==> src/rtl/hazard_sweep_ctrl.sv <==
// Truth-table sweep sequencer comparing two 4-input function instances over all 16 vectors.
// Optional macro SWEEP_STOP_ON_FAIL_EN: halt the sweep at the first mismatching vector.
module hazard_sweep_ctrl #(
   parameter int unsigned SETTLE_CYCLES = 4
) (
   input  logic        clk,
   input  logic        rst_n,
   input  logic        start,
   input  logic        abort,
   input  logic        f_a,
   input  logic        f_b,
   output logic [3:0]  vec_out,
   output logic        busy,
   output logic        done,
   output logic        pass,
   output logic [4:0]  mismatch_cnt,
   output logic [15:0] mismatch_mask,
   output logic [3:0]  first_fail_vec,
   output logic        first_fail_valid
);

   localparam int unsigned CNT_W  = 8;
   localparam int unsigned VEC_W  = 4;
   localparam int unsigned NVEC   = 16;
   localparam int unsigned MCNT_W = 5;
   localparam logic [CNT_W-1:0] SETTLE_INIT = CNT_W'(SETTLE_CYCLES);
   localparam logic [VEC_W-1:0] LAST_VEC    = VEC_W'(NVEC - 1);

   typedef enum logic [1:0] {
      ST_IDLE,
      ST_SETTLE,
      ST_SAMPLE,
      ST_DONE
   } state_t;

   state_t              state_q, state_d;
   logic [CNT_W-1:0]    settle_q, settle_d;
   logic [VEC_W-1:0]    vec_q, vec_d;
   logic                busy_q, busy_d;
   logic                done_q, done_d;
   logic                pass_q, pass_d;
   logic [MCNT_W-1:0]   cnt_q, cnt_d;
   logic [NVEC-1:0]     mask_q, mask_d;
   logic [VEC_W-1:0]    ffv_q, ffv_d;
   logic                ffvalid_q, ffvalid_d;
   logic                mism_c;
   logic                clr_c;
   logic                launch_c;

   // State and result registers
   always_ff @(posedge clk or negedge rst_n) begin
      if (!rst_n) begin
         state_q   <= ST_IDLE;
         settle_q  <= '0;
         vec_q     <= '0;
         busy_q    <= 1'b0;
         done_q    <= 1'b0;
         pass_q    <= 1'b0;
         cnt_q     <= '0;
         mask_q    <= '0;
         ffv_q     <= '0;
         ffvalid_q <= 1'b0;
      end else begin
         state_q   <= state_d;
         settle_q  <= settle_d;
         vec_q     <= vec_d;
         busy_q    <= busy_d;
         done_q    <= done_d;
         pass_q    <= pass_d;
         cnt_q     <= cnt_d;
         mask_q    <= mask_d;
         ffv_q     <= ffv_d;
         ffvalid_q <= ffvalid_d;
      end
   end

   // Next-state and result update
   always_comb begin
      state_d   = state_q;
      settle_d  = settle_q;
      vec_d     = vec_q;
      busy_d    = busy_q;
      done_d    = done_q;
      pass_d    = pass_q;
      cnt_d     = cnt_q;
      mask_d    = mask_q;
      ffv_d     = ffv_q;
      ffvalid_d = ffvalid_q;
      mism_c    = f_a ^ f_b;
      clr_c     = 1'b0;
      launch_c  = 1'b0;

      case (state_q)
         ST_IDLE, ST_DONE: begin
            if (start) begin
               clr_c    = 1'b1;
               launch_c = 1'b1;
            end
         end
         ST_SETTLE: begin
            if (abort) begin
               clr_c = 1'b1;
            end else begin
               settle_d = settle_q - CNT_W'(1);
               if (settle_q <= CNT_W'(1)) begin
                  state_d = ST_SAMPLE;
               end
            end
         end
         ST_SAMPLE: begin
            if (abort) begin
               clr_c = 1'b1;
            end else begin
               if (mism_c) begin
                  mask_d[vec_q] = 1'b1;
                  cnt_d         = cnt_q + MCNT_W'(1);
                  if (!ffvalid_q) begin
                     ffv_d     = vec_q;
                     ffvalid_d = 1'b1;
                  end
               end
`ifdef SWEEP_STOP_ON_FAIL_EN
               if (mism_c || (vec_q == LAST_VEC)) begin
`else
               if (vec_q == LAST_VEC) begin
`endif
                  state_d = ST_DONE;
                  busy_d  = 1'b0;
                  done_d  = 1'b1;
                  pass_d  = (cnt_d == '0);
               end else begin
                  vec_d    = vec_q + VEC_W'(1);
                  settle_d = SETTLE_INIT;
                  state_d  = ST_SETTLE;
               end
            end
         end
         default: begin
            clr_c = 1'b1;
         end
      endcase

      // Abort, illegal state and restart all return every output to its reset value
      if (clr_c) begin
         state_d   = ST_IDLE;
         settle_d  = '0;
         vec_d     = '0;
         busy_d    = 1'b0;
         done_d    = 1'b0;
         pass_d    = 1'b0;
         cnt_d     = '0;
         mask_d    = '0;
         ffv_d     = '0;
         ffvalid_d = 1'b0;
      end

      if (launch_c) begin
         state_d  = ST_SETTLE;
         settle_d = SETTLE_INIT;
         busy_d   = 1'b1;
      end
   end

   assign vec_out          = vec_q;
   assign busy             = busy_q;
   assign done             = done_q;
   assign pass             = pass_q;
   assign mismatch_cnt     = cnt_q;
   assign mismatch_mask    = mask_q;
   assign first_fail_vec   = ffv_q;
   assign first_fail_valid = ffvalid_q;

endmodule

==> config.mk <==
export PLATFORM = sky130hd
export DESIGN_NAME = hazard_sweep_ctrl
export DESIGN_NICKNAME = d
export VERILOG_FILES = /design/src/rtl/hazard_sweep_ctrl.sv
export SDC_FILE = /design/constraint.sdc
export NUM_CORES = 1
export LEC_CHECK = 0
export CORE_AREA = 2 2 72 74
export DETAILED_ROUTE_END_ITERATION = 6
export DIE_AREA = 0 0 74 76
export GPL_TIMING_DRIVEN = 0
export PLACE_DENSITY = 0.74
export SYNTH_ARGS = -nofsm -noshare
export SYNTH_HDL_FRONTEND = slang
export SYNTH_SLANG_ARGS = --single-unit
==> constraint.sdc <==
create_clock -name clk -period 4.3 [get_ports clk]
set_clock_uncertainty 0.2 [all_clocks]
set_input_delay 1.075 -clock clk [delete_from_list [all_inputs] [get_ports clk]]
set_output_delay 1.075 -clock clk [all_outputs]
set_load 0.05 [all_outputs]
==> results of run 1 <==
power by group through the flow:
| stage | combinational, uW | clock, uW | sequential [uW] |
|---|---|---|---|
| after CTS | 649 | 257 | 511 |
| after global placement | 631 | 0 | 515 |
| final | 643 | 248 | 511 |
| after global routing | 718 | 271 | 520 |
| after floorplan | 387 | 0 | 595 |
| after detailed placement | 648 | 0 | 517 |
sequential cells by signal, indices dropped and copies added, names as in the netlist:
name / cells
busy: 1
done: 1
first_fail_valid: 1
first_fail_vec: 4
mismatch_cnt: 5
mismatch_mask: 16
pass: 1
settle_q: 8
state_q: 2
vec_out: 4
worst max-delay path: stages:
cell and delay [ns]:
clkdlybuf4s50_1 0.62, inv_1 0.15, o21ai_0 0.24, clkbuf_1 0.41, clkbuf_1 0.41, nor2_1 0.10
cell usage after synthesis, drive strengths merged (2+ instances only):
| library cell | count |
|---|---|
| a22o | 10 |
| or3 | 5 |
| or4 | 4 |
| nor2 | 26 |
| ha | 10 |
| dfrtp | 43 |
| o31ai | 3 |
| a21oi | 17 |
| nor2b | 3 |
| nand2 | 7 |
| mux2i | 6 |
| o21ai | 10 |
| inv | 9 |
| a41oi | 2 |
| nand3 | 7 |
| nor4 | 3 |
| xor2 | 6 |
| nor3 | 4 |
| xnor2 | 5 |
| clkbuf | 8 |
| nand2b | 3 |
cell type report:
cell class	count	area, um^2	area share [%]
Sequential cell	43	1076	39.94
Multi-Input combinational cell	148	989.7	36.74
Timing Repair Buffer	39	395.4	14.68
Tap cell	70	87.58	3.251
Clock buffer	7	76.32	2.833
Inverter	9	33.78	1.254
Buffer	8	30.03	1.115
Clock inverter	1	5.005	0.1858
worst max-delay path by stage:
stage               start                       endpoint  slack, ns  cells past startpoint
detailed placement  abort         vec_out[3]$_DFFE_PN0P_       0.95                      6
CTS                 abort         vec_out[3]$_DFFE_PN0P_       1.26                      6
global route        abort  first_fail_vec[3]$_DFFE_PN0P_       1.08                      6
floorplan           abort  first_fail_vec[1]$_DFFE_PN0P_       1.87                      5
finish              abort  first_fail_vec[1]$_DFFE_PN0P_       1.25                      6
global placement    rst_n    mismatch_cnt[4]$_DFFE_PN0P_       0.81                      1
logic make-up (layout without fill, tap and decap cells):
| logic type | after synthesis | in the layout | synth area share [%] |
|---|---|---|---|
| AO/OA/AOI/OAI | 51 | 51 | 16.10 |
| XOR/XNOR | 11 | 11 | 4.524 |
| flip-flops | 43 | 43 | 50.53 |
| multiplexers | 7 | 7 | 3.349 |
| AND/OR/NAND/NOR | 69 | 69 | 16.63 |
| adder cells (fa/ha/maj) | 10 | 10 | 5.875 |
| buffers and inverters | 17 | 64 | 2.996 |
routing by layer:
metal | track usage (%) | wire (um)
met1 | 26.08 | 2267
met2 | 26.16 | 2103
met3 | 4.101 | 147
met4 | 4.909 | 58
met5 | 0 | 0
layout by cell type (no fill, tap or decap), types with 4 or more instances in the layout:
master            n
a22o_1           10
clkbuf_1         10
o21ai_0          10
dfrtp_1          43
nand3_1           7
mux2i_1           6
xnor2_1           5
ha_1             10
nor3_1            4
inv_1             9
nor2_1           26
xor2_1            6
clkbuf_8          5
a21oi_1          17
nand2_1           7
clkdlybuf4s50_1  37
or3_1             4
stage by stage:
step | utilization (%) | hold slack [ns]
after CTS | 54.84 | 0.3030
after global placement | 52.88 | 0.2830
after detailed placement | 53.18 | 0.2839
final | 54.84 | 0.2952
after floorplan | - | 0.2743
after global routing | 54.84 | 0.3283
==> results.ini, run 1 <==
[critical_path]
required_ns = 4.26
reg2reg_depth = 4
start_kind = input pin
timing.rr.start = settle_q[5]$_DFFE_PN0P_
r2r_slack_ns = 1.91
worst_r2r_endpoint = state_q[1]$_DFFE_PN0P_
cp.arrival_ns = 3.01
end_kind = flip-flop
worstSetupPathType = input pin to flip-flop
crit_fanout = 10

[floorplanning]
die_h_um = 76
die_w_um = 74
die_area_mm2 = 0.005624
core_area_mm2 = 0.004912
rows = 26
start_util_pct = 43.35
ios = 39

[hold_path]
min_from = mismatch_mask[15]$_DFFE_PN0P_
hp-class = flip-flop to flip-flop
whs_path_depth = 1
min_to = mismatch_mask[15]$_DFFE_PN0P_

[synth]
synthTopCellsByArea = dfrtp_1 (51%), ha_1 (5.9%), nor2_1 (4.6%)
ys_warn_count = 0
ys_dominant_reg_cell = dfrtp_1
ys_seq_elements = 43
synth.distinct_cells = 41
yosysTopAreaCell = dfrtp_1
synth_nets = 224
synth_cells = 208
synthesis.area_mm2 = 0.002130
synth-edff-count = 0
synth_top_area_share_pct = 50.53
seq_area_frac_synth_pct = 50.53
syn_avg_cell_area_um2 = 10.24
ys_async_sr_fraction_pct = 100.0

[layout]
instances_no_fill = 325
fin_area_mm2 = 0.002694
fillers = 439
num_antenna_cells = 0
synthToLayoutAreaGrowth_pct = 26.50
drive_gt1_share_pct = 5.490
final_nets = 270

[power]
p_switching_uw = 605.4
finalPower_uw = 1402
p_clk_share_pct = 17.7
pwr-share-seq_pct = 36.4
ir_drop_mv = 0.2762
p_int_uw = 796.5
sw_frac_of_total_pct = 43.18
cellPowerDensity_mw_per_mm2 = 520.4
p_leak_uw = 0.001151
share_comb_of_total_power_pct = 45.9

[sta]
hold_violations = 0
worstMarginPinSlew_ns = 0.7276
worst_slack_ns = 1.251
maxSlewViolCount = 0
setup-violations-final = 0
max_freq_mhz = 328.0
rsz0062_at_grt = no
finalCritPeriodShare_pct = 70.91
fin_crit_ns = 3.049
slew_headroom_pct = 51.12
fin_setup_tns_ns = 0

[cts]
insertion_delay_ns = 0.29
cts.sinks = 43
hold_buffers = 0
cts_resized = 0
clock_path_buffers = 2
post_cts_buffers = 0
cts_buffers = 5
htree_levels = 2
cts.root.buffer_cell = clkbuf_8
cts_tree = done
clkTransAtPathRegs_ns = 0.08

[outcome]
status = finished, final reports clean

[routing]
drtIter0Drc = 84
routed_wl_um = 4576
wl_per_cell_um = 14.08
vias = 1660
drtPass1Iterations = 4
ant_nets = 0
drc_errors = 0
routed_via_density = 5.108

[global_routing]
grt_pass1_wl_um = 7762
grt_start_max_net_pins = 37
grt_pass1_vias = 1591
antenna_found_initial = 0
grt_overflow = 0
grt_usage_pct = 17.72

[place]
dp_cells = 317
dpl-instance-area_mm2 = 0.002613
io_buffers = 38
pre_cts_slack_ns = 0.9501
dp_hpwl_um = 3347
place.gp.congestion = 0.7731

[run]
drv_cap = 0

Power figures use the tool's default switching activity.
==> run 2: changes to the inputs <==
- clock period: 4.3 -> 2.9 ns (I/O delays scaled with it)
==> results of run 2 <==
The final DEF is identical to that of run 1. Status: finished, final reports clean.
Among the figures that moved: setup slack after placement 0.9501 ns -> -0.09991 ns; setup slack after layout 1.251 ns -> 0.2011 ns; hold slack 0.2952 ns -> 0.07554 ns; register-to-register setup slack 1.91 ns -> 0.51 ns; total power 1402 uW -> 2079 uW; worst IR drop on VDD 0.2762 mV -> 0.4095 mV
==> RTL edit (flow settings as in run 1) <==
The option `SWEEP_STOP_ON_FAIL_EN` is turned on by a define.
--- a/src/rtl/hazard_sweep_ctrl.sv
+++ b/src/rtl/hazard_sweep_ctrl.sv
@@ -1,5 +1,7 @@
 // Truth-table sweep sequencer comparing two 4-input function instances over all 16 vectors.
 // Optional macro SWEEP_STOP_ON_FAIL_EN: halt the sweep at the first mismatching vector.
+`define SWEEP_STOP_ON_FAIL_EN
+
 module hazard_sweep_ctrl #(
    parameter int unsigned SETTLE_CYCLES = 4
 ) (
Behaviour: not the same (a bounded check fails within 10 cycles, from zero or initial values and one cycle with rst_n low).
==> RTL edit against run 1 <==
  * Critical path depth did not move
  * Combinational power rose by 1%
  * Sequential cell count did not move
  * Sequential power rose by 2%
  * Worst setup slack improved by 13 ps
  * Area after synthesis fell by 0.47%
  * Count of clock-buffer cells in the layout fell by 1
  * Wire length fell by 0.24%
  * Die area did not move
  * Power rose by 1.5%
  * Fmax rose by 0.44%
  * Design area barely moved
==> RTL edit: results (changes against run 1) <==
----------------------------------------------------
[Global route]
  Vias in the first global route ... 1726 (was 1591)
  Largest net degree at the start of global routing ... 25 (was 37)
  Global router's overall resource usage ... 17.8% (was 17.7%)
  Global-route track usage on met2 ... 28.0% (was 26.2%)
  Met3 GRT Util ... 4.50% (was 4.10%)
  First-pass GRT wire length ... 8.03 mm (was 7.76 mm)

[Detailed routing]
  Number of design-rule violations left by the first detailed-router iteration ... 98 (was 84)
  Routed WL per cell ... 14.2 um (was 14.1 um)
  Post-detailed-route via-to-cell ratio ... 5.32 (was 5.11)
  Final routed wirelength across all metal layers ... 4.57 mm (was 4.58 mm)
  Count of TritonRoute iterations in the first routing pass ... 4 (unchanged)

[Clock network]
  Maximum buffer depth of the clock tree ... 2 (unchanged)

[Worst setup path]
  Worst path max stage delay ... 550 ps (was 620 ps)
  Arrival time worst endpoint ... 3060 ps (was 3010 ps)
  Crit path max-delay cell type ... sky130_fd_sc_hd__a211oi_1 (was sky130_fd_sc_hd__clkdlybuf4s50_1)

[Synth]
  Count of cell types in the netlist ... 38 (was 41)
  XOR/XNOR Fraction of Synth Area ... 4.13% (was 4.52%)
  Multiplexer area fraction after synthesis ... 2.36% (was 3.35%)
  Adder-Cell Fraction of Synth Area ... 5.90% (was 5.88%)
  Synthesized-area fraction occupied by ao, oa, aoi and oai cells ... 17.8% (was 16.1%)
  Net count of the mapped netlist ... 220 (was 224)
  Top area cells in the synthesized netlist ... sky130_fd_sc_hd__dfrtp_1 (51%), sky130_fd_sc_hd__a22o_1 (6.6%), sky130_fd_sc_hd__ha_1 (5.9%) (was sky130_fd_sc_hd__dfrtp_1 (51%), sky130_fd_sc_hd__ha_1 (5.9%), sky130_fd_sc_hd__nor2_1 (4.6%))
  Sequential area share after synthesis ... 50.8% (was 50.5%)
  Synth Area per Inst ... 10.4 um2 (was 10.2 um2)
  Commonest cells post-synth ... sky130_fd_sc_hd__dfrtp_1 (43), sky130_fd_sc_hd__nor2_1 (21), sky130_fd_sc_hd__a22o_1 (16) (was sky130_fd_sc_hd__dfrtp_1 (43), sky130_fd_sc_hd__nor2_1 (26), sky130_fd_sc_hd__a21oi_1 (17))

[Placement]
  Dpl hpwl ... 3.40 mm (was 3.35 mm)
  Place WS ... 992 ps (was 950 ps)
  Cell total after placement ... 313 (was 317)
  Global placement routability congestion ... 0.808 (was 0.773)
  Post-detailed-placement cell area ... 2610 um2 (about the same)

[Power and ir drop]
  Sw power ... 0.000624 W (was 0.000605 W)
  Relative contribution of combinational cells to total power ... 45.7% (was 45.9%)
  Leakage component of the power ... 1.17 nW (was 1.15 nW)
  Pint ... 0.000799 W (was 0.000797 W)

[STA]
  Relative slew slack ... 49.0% (was 51.1%)

[Final layout]
  Layout cells sized above 1 ... 5.98% (was 5.49%)
  Final net count ... 266 (was 270)

[Outcome]
  Run status ... finished, final reports clean (unchanged)

----------------------------------------------------
[RTL edit: cell count changes after synthesis, moves of 3 or more]
cell	run 1	this run
sky130_fd_sc_hd__a21oi_1	17	14
sky130_fd_sc_hd__nor2_1	26	21
sky130_fd_sc_hd__buf_2	0	3
sky130_fd_sc_hd__clkbuf_1	8	4
sky130_fd_sc_hd__nand3_1	7	13
sky130_fd_sc_hd__a22o_1	10	16
sky130_fd_sc_hd__nand2_1	7	3
sky130_fd_sc_hd__o31ai_1	3	6
[RTL edit: layout make-up]
type | count | area (um2)
inverters | 9 | 33.8
clock inverters | 2 | 12.5
plain buffers | 7 | 30.0
well taps | 70 | 87.6
multi-input cells | 145 | 980
flip-flops and latches | 43 | 1080
clock buffers | 6 | 72.6
repair buffers | 39 | 403
fillers | 465 | 2220
[RTL edit: metal layers]
layer  routed length [um]  part of all wire, %
met2                 2160                   47
met3                  163                  3.6
met4                   42                 0.92
met1                 2200                   48
met5                    0                    0
[RTL edit: worst paths after layout]
| kind | startpoint | slack (ps) | endpoint |
|---|---|---|---|
| max reg2reg | state_q[0]$_DFFE_PN0P_ | 1760 | pass$_DFFE_PN0P_ |
| min reg2reg | mismatch_mask[14]$_DFFE_PN0P_ | 310 | mismatch_mask[14]$_DFFE_PN0P_ |
| max | abort | 1260 | settle_q[2]$_DFFE_PN0P_ |
| min in group asynchronous | rst_n | 540 | settle_q[1]$_DFFE_PN0P_ |
| min | mismatch_mask[14]$_DFFE_PN0P_ | 310 | mismatch_mask[14]$_DFFE_PN0P_ |
| max in group asynchronous | rst_n | 2870 | mismatch_mask[3]$_DFFE_PN0P_ |
